**config.mk**
```make
export PLATFORM = sky130hd
export DESIGN_NAME = qkd_stream_sift_core
export DESIGN_NICKNAME = d
export VERILOG_FILES = /design/src/rtl/qkd_stream_sift_core.sv
export SDC_FILE = /design/constraint.sdc
export NUM_CORES = 1
export LEC_CHECK = 0
export CAP_MARGIN = 25
export CORE_MARGIN = 4
export CORE_UTILIZATION = 52
export DETAILED_ROUTE_END_ITERATION = 10
export HOLD_SLACK_MARGIN = 0.1
export PLACE_DENSITY = 0.86
export SLEW_MARGIN = 20
export SYNTH_ARGS = -nofsm -noshare
export SYNTH_HDL_FRONTEND = slang
export SYNTH_SLANG_ARGS = --single-unit
export TNS_END_PERCENT = 10
```
**constraint.sdc**
```tcl
create_clock -name clk -period 4.9 [get_ports clk]
set_input_delay 0.735 -clock clk [delete_from_list [all_inputs] [get_ports clk]]
set_output_delay 0.735 -clock clk [all_outputs]
set_load 0.005 [all_outputs]
```
**src/rtl/qkd_stream_sift_core.sv**
```systemverilog
// rtl/qkd_stream_sift_core.sv - streaming BB84 sifting core with QBER abort and key handoff.
// Define QBER_CHECK_EN to compare bob_bit against alice_bit and fail on excess errors.
module qkd_stream_sift_core #(
   parameter int KEY_W   = 128,
   parameter int MAX_RAW = 640,
   parameter int ERR_MAX = 8,
   parameter int CNT_W   = 10,
   parameter int ERR_W   = 8
) (
   input  logic             clk,
   input  logic             rst,
   input  logic             start,
   input  logic             in_valid,
   output logic             in_ready,
   input  logic             alice_bit,
   input  logic             alice_base,
   input  logic             bob_base,
   input  logic             bob_bit,
   output logic [KEY_W-1:0] key,
   output logic             key_valid,
   input  logic             key_ack,
   output logic             busy,
   output logic             abort,
   output logic [CNT_W-1:0] raw_count,
   output logic [ERR_W-1:0] err_count
);

   typedef enum logic [1:0] {S_IDLE, S_COLLECT, S_DONE, S_FAIL} state_t;

   localparam logic [CNT_W-1:0] KEY_LIMIT = CNT_W'(KEY_W);
   localparam logic [CNT_W-1:0] RAW_LIMIT = CNT_W'(MAX_RAW);
   localparam logic [ERR_W-1:0] ERR_LIMIT = ERR_W'(ERR_MAX);

   state_t           state_q, state_d;
   logic [KEY_W-1:0] key_q, key_d;
   logic             key_valid_q, key_valid_d;
   logic             abort_q, abort_d;
   logic [CNT_W-1:0] raw_q, raw_d;
   logic [CNT_W-1:0] sift_q, sift_d;
   logic [ERR_W-1:0] err_q, err_d;

   logic beat;
   logic sift_hit;
   logic bit_err;

   assign beat     = in_valid && (state_q == S_COLLECT);
   assign sift_hit = (alice_base == bob_base);

`ifdef QBER_CHECK_EN
   assign bit_err = sift_hit && (alice_bit != bob_bit);
`else
   logic unused_bob_bit;
   assign unused_bob_bit = bob_bit;
   assign bit_err        = 1'b0;
`endif

   always_comb begin
      state_d     = state_q;
      key_d       = key_q;
      key_valid_d = key_valid_q;
      abort_d     = abort_q;
      raw_d       = raw_q;
      sift_d      = sift_q;
      err_d       = err_q;
      case (state_q)
         S_IDLE, S_FAIL: begin
            if (start) begin
               state_d     = S_COLLECT;
               key_d       = '0;
               key_valid_d = 1'b0;
               abort_d     = 1'b0;
               raw_d       = '0;
               sift_d      = '0;
               err_d       = '0;
            end
         end
         S_COLLECT: begin
            if (beat) begin
               raw_d = raw_q + CNT_W'(1);
               if (sift_hit) begin
                  key_d  = {key_q[KEY_W-2:0], alice_bit};
                  sift_d = sift_q + CNT_W'(1);
               end
               if (bit_err) begin
                  err_d = err_q + ERR_W'(1);
               end
               // A full key wins over raw exhaustion landing on the same beat.
               if (err_d > ERR_LIMIT) begin
                  state_d = S_FAIL;
                  abort_d = 1'b1;
               end else if (sift_d == KEY_LIMIT) begin
                  state_d     = S_DONE;
                  key_valid_d = 1'b1;
               end else if (raw_d == RAW_LIMIT) begin
                  state_d = S_FAIL;
                  abort_d = 1'b1;
               end
            end
         end
         S_DONE: begin
            if (key_ack) begin
               state_d     = S_IDLE;
               key_valid_d = 1'b0;
            end
         end
         default: state_d = S_IDLE;
      endcase
   end

   always_ff @(posedge clk) begin
      if (rst) begin
         state_q     <= S_IDLE;
         key_q       <= '0;
         key_valid_q <= 1'b0;
         abort_q     <= 1'b0;
         raw_q       <= '0;
         sift_q      <= '0;
         err_q       <= '0;
      end else begin
         state_q     <= state_d;
         key_q       <= key_d;
         key_valid_q <= key_valid_d;
         abort_q     <= abort_d;
         raw_q       <= raw_d;
         sift_q      <= sift_d;
         err_q       <= err_d;
      end
   end

   assign in_ready  = (state_q == S_COLLECT);
   assign busy      = (state_q == S_COLLECT);
   assign key       = key_q;
   assign key_valid = key_valid_q;
   assign abort     = abort_q;
   assign raw_count = raw_q;
   assign err_count = err_q;

endmodule

```
# After elaboration in Yosys (flattened, before gate mapping)

Index checks and enable logic that the tools add are counted.

Register bits: 160
Latch bits: 0
Memory bits (writable): 0
Bits in read-only memories: 0
Input bits: 9
Output and inout port bits: 150
Memories kept: 0

Add/sub/neg operators: 2
$mul: 0
Div/mod/pow operators: 0
Order comparisons: 1
Eq/ne operators: 15
Shifts and indexed selects: 0
Mux-type cells: 35
Bitwise gates (word level): 0
Reduce and logical (&&, ||, !) cells: 9

Operators by type and width:

| operator                                               | number |
|---|---|
| two-way mux 128 bit                                    | 3 |
| one-hot mux 128 bit (2 select lines)                   | 1 |
| two-way mux 10 bit                                     | 6 |
| one-hot mux 10 bit (2 select lines)                    | 2 |
| two-way mux 8 bit                                      | 4 |
| adder 10 x 1 -> 10 bit (second input constant)         | 2 |
| one-hot mux 8 bit (2 select lines)                     | 1 |
| two-way mux 2 bit                                      | 6 |
| == test 10 bit (second input constant)                 | 1 |
| == test 10 x 8 -> 1 bit (second input constant)        | 1 |
| AND reduction 5 bit                                    | 2 |
| two-way mux 1 bit                                      | 9 |
| > comparator 8 x 4 -> 1 bit (second input constant)    | 1 |
| AND reduction 4 bit                                    | 2 |
| inequality test 2 x 1 -> 1 bit (second input constant) | 3 |
| inequality test 2 bit (second input constant)          | 3 |
| one-hot mux 2 bit (3 select lines)                     | 1 |
| == test 2 bit (second input constant)                  | 2 |
| inequality test 4 x 1 -> 1 bit (second input constant) | 1 |
| inequality test 3 x 1 -> 1 bit (second input constant) | 1 |
| inequality test 3 bit (second input constant)          | 1 |
| one-hot mux 1 bit (3 select lines)                     | 1 |
| AND reduction 3 bit                                    | 1 |
| == test 2 x 1 -> 1 bit (second input constant)         | 1 |
| other kinds (6)                                        | 6 |

# Depth between registers and ports, before layout

Depth in word-level cells: 9
Mapped depth: 10

# Worst setup path after synthesis

No wires, ideal clock.

Path kind: input to register
Start: input port bob_base
End: register key_q[0] (netlist: key[0])
Setup time: 0.128 ns
Arrival: 1.945 ns
Data required time: 4.772 ns
Path slack: 2.827 ns
Stages: 8
Path buffers: 3
Cells stage by stage: xnor2_2 > a21oi_1 > or2_2 > clkbuf_1 > buf_2 > buf_2 > a22oi_1 > nor2_1

Cells in the longest elaborated chain, start to end: 3

Ends and longest elaborated chain:

| item                                            | line | RTL |
|---|---|---|
| from (decl)                                     | 17   | `input logic bob_base,` |
| == test 1 bit                                   | 47   | `assign sift_hit = (alice_base == bob_base);` |
| inequality test 2 x 1 -> 1 bit (no source line) | n/a  |  |
| AND reduction 4 bit (no source line)            | n/a  |  |
| to (signal assigned)                            | 121  | `key_q <= key_d;` |
| to (decl)                                       | 35   | `logic [KEY_W-1:0] key_q, key_d;` |

Every way passes these cells.
A chain may end at the register's enable or synchronous reset.

# Final worst setup path

Start: register state_q[0]
End: register key_q[71] (netlist: key[71])

Cells in the longest elaborated chain, start to end: 4

Ends and longest elaborated chain:

| item                                                                 | line   | RTL |
|---|---|---|
| from (decl)                                                          | 34     | `state_t state_q, state_d;` |
| from (signal assigned)                                               | 120    | `state_q <= state_d;` |
| == test 2 bit, or another cell as far along                          | 65     | `case (state_q)` |
| OR reduction 2 bit / logical AND 1 bit (equally long branches)       | 65, 46 |  |
| inequality test 2 bit (no source line), or another cell as far along | n/a    |  |
| AND reduction 4 bit (no source line)                                 | n/a    |  |

Several ways; a longest one is shown, not always the timed one.

==> flow_metrics.py <==
metrics = {
    "outcome": {
        "status": "finished clean",
    },
    "synth": {
        "synth_top_area_share_pct": 52.7,
        "synth_top_family_by_area": "compound AO/OA/AOI/OAI gates",
        "yosys.area_share.simple_pct": 16.3,
        "synthMuxAreaShare_pct": 0.173,
        "synthTopCellsByCount": "nor2_1, dfxtp_1, a22oi_1",
        "synth-edff-count": 0,
        "synth_area_leaders": "dfxtp_1, a22oi_1, nor2_1, clkbuf_1, a21oi_1",
        "ys_warn_count": 0,
        "synth_compound_area_share_pct": 23.2,
        "netlist_area_um2": 5770,
        "ys_types": 48,
        "synth.most_common_cell": "nor2_1",
        "async_flop_share_pct": 0,
        "synthXorXnorAreaFrac_pct": 1.47,
        "ys_seq_area_share_pct": 52.7,
        "synth-adder-area-share_pct": 0.867,
        "syn_avg_cell_area_um2": 9.13,
        "synth-seq-cells": 152,
        "ys.flop_type": "dfxtp_1",
        "postSynthCellCount": 632,
        "yosysTopAreaCell": "dfxtp_1",
    },
    "layout": {
        "seqCellArea_um2": 3040,
        "drive_above_1_share_pct": 6.92,
        "final_nets": 767,
        "multi_input_area_um2": 2460,
        "stdcell_area_um2": 7810,
        "final_core_util_pct": 72.0,
        "stdcell_count": 906,
        "nFillCells": 797,
        "area_delta_synth_final_pct": 35.2,
        "antenna_cells": 0,
    },
    "timing": {
        "whs_ns": 0.456,
        "final_hold_viol_count": 0,
        "rsz0062_at_grt": "no",
        "drv_slew": 0,
        "max_slew_margin_pct": 35.6,
        "setup_viol": 0,
        "period_share_pct": 63.9,
        "fin_skew_ns": 0.00755,
        "tightest_slew_ns": 0.962,
        "min_period_ns": 3.13,
        "setup_tns_ns": 0,
        "fmax_mhz": 320,
    },
    "floorplan": {
        "core_um2": 10800,
        "die_h_um": 113,
        "start_util_pct": 53.3,
        "ios": 159,
        "placementRows": 38,
        "dieWidth_um": 113,
        "dieArea_um2": 12900,
    },
    "drt": {
        "wirelength_um": 14900,
        "wl_per_cell_um": 16.5,
        "drcViolationCount": 0,
        "routed_via_density": 5.72,
        "drtPass1Iterations": 5,
        "first_iter_violations": 478,
        "ant_nets": 0,
        "via_count": 5179,
    },
    "hold_path": {
        "holdCritStartpoint": "abort",
        "hold_path.class": "reg -> reg",
    },
    "clock_tree": {
        "clk_latency_ns": 0.51,
        "clock-sinks": 152,
        "clk_path_buf_depth": 2,
        "cts_resized": 0,
        "tritoncts": "yes",
        "cts_buffers": 17,
        "post_cts_buffers": 0,
        "htree_levels": 4,
        "clkTransAtPathRegs_ns": 0.06,
        "hold_buffers": 0,
        "ctsRootBufferMaster": "clkbuf_8",
    },
    "flow_run": {
        "maxCapViolations": 0,
    },
    "setup_path": {
        "path_class": "reg -> reg",
        "slowest_delay_ns": 0.85,
        "critPathRequiredTime_ns": 5.34,
        "worst-path-buf-inv": 2,
        "worstPathMaxFanout": 30,
        "endpoint_kind": "register",
        "cpLargestDelayFamily": "simple AND/OR/NAND/NOR gates",
        "r2r_start": "state_q[0]",
        "cp-startpoint": "state_q[0]",
        "crit_chain": "inv_1 > ha_1 > nand2b_1 > nand3_1 > nor2_4 > buf_4 > a22oi_1 > nor2_1",
        "slowest_stage": "nor2_4",
        "crit_arrival_ns": 3.57,
        "start_kind": "register",
    },
    "global_routing": {
        "grt_overflow": 0,
        "grt_start_max_net_pins": 84,
        "grtUsageTotal_pct": 23.4,
        "grt_pass1_vias": 5104,
        "grt_pass1_wl_um": 24900,
        "antenna_found_initial": 0,
    },
    "pwr": {
        "power_density_nw_per_um2": 336,
        "power.leakage_nw": 2.71,
        "peakVddDrop_mv": 0.219,
    },
    "placement": {
        "place_congestion": 0.836,
        "io_buffer_count": 149,
        "hpwlAfterDp_um": 9860,
        "placed_area_um2": 7260,
        "dp.cells": 875,
    },
}
## layout by cell type (no fill, tap or decap), types with 4 or more instances in the layout
cell type and n:
nor2_1 158, dfxtp_1 152, clkdlybuf4s50_1 148, a22oi_1 133
clkbuf_16 16, o21ai_0 14, a21oi_1 14, nand2_1 13
nand3_1 10, conb_1 8, inv_1 7, and3_1 7
buf_4 7, a311oi_1 6, clkinv_2 6, a31oi_1 4
nor4_1 4, ha_1 4
## sequential cells by signal, summed over array words and instances, names as in the netlist
signal	flops
key	128
state_q	2
abort	1
key_valid	1
raw_count	10
sift_q	10
## report_power, final
part	switching [mW]	internal (mW)
Sequential	0.00430	1.24
Combinational	0.146	0.0466
Clock	0.491	0.695
Total	0.642	1.98
## final timing paths
kind,slack (ns),cells past startpoint,endpoint
worst max register to register,1.77,8,key[71]
worst min-delay path,0.46,2,abort
worst min register to register,0.46,2,abort
worst max-delay path,1.77,8,key[71]
## final cells by class
type	count	area share, %
tap	140	2.24
timing repair buffer	156	19.9
inverter	7	0.337
clock inverter	12	1.30
multi-input combinational	420	31.6
clock buffer	19	5.66
sequential	152	39.0
## cell families after synthesis
family	Yosys count
muxes	1
other	1
xor gates and xnor gates	8
adders and majority gates	4
AOI/OAI and AO/OA	185
buffers and inverters	67
and+or+nand+nor	214
DFF	152
## metal layers
metal | routed length, um | GRT usage (%) | vias to the layer above
met5 | 0 | 0 | -
met4 | 262 | 8.81 | 0
met3 | 1110 | 8.29 | 26
met2 | 7400 | 38.8 | 179
met1 | 6180 | 28.0 | 2476
li1 | - | - | 2498
## metrics by stage
| stage | setup WS, ns | power [mW] |
|---|---|---|
| 6_report | 1.77 | 2.62 |
| 5_1_grt | 1.54 | 2.72 |
| 4_1_cts | 1.79 | 2.64 |
| 3_5_place_dp | 1.31 | 1.46 |
| 3_3_place_gp | 1.48 | 1.45 |
| 2_1_floorplan | 2.83 | 1.42 |
## worst register-to-register path: cells and delay by family (launching register included)
kind / cells / cell delay, ns
AOI/OAI and AO/OA: 1 / 0.15
DFF: 1 / 0.36
buffers and inverters: 2 / 0.45
adders and majority gates: 1 / 0.34
and+or+nand+nor: 4 / 1.76
(Power assumes the default switching activity.)
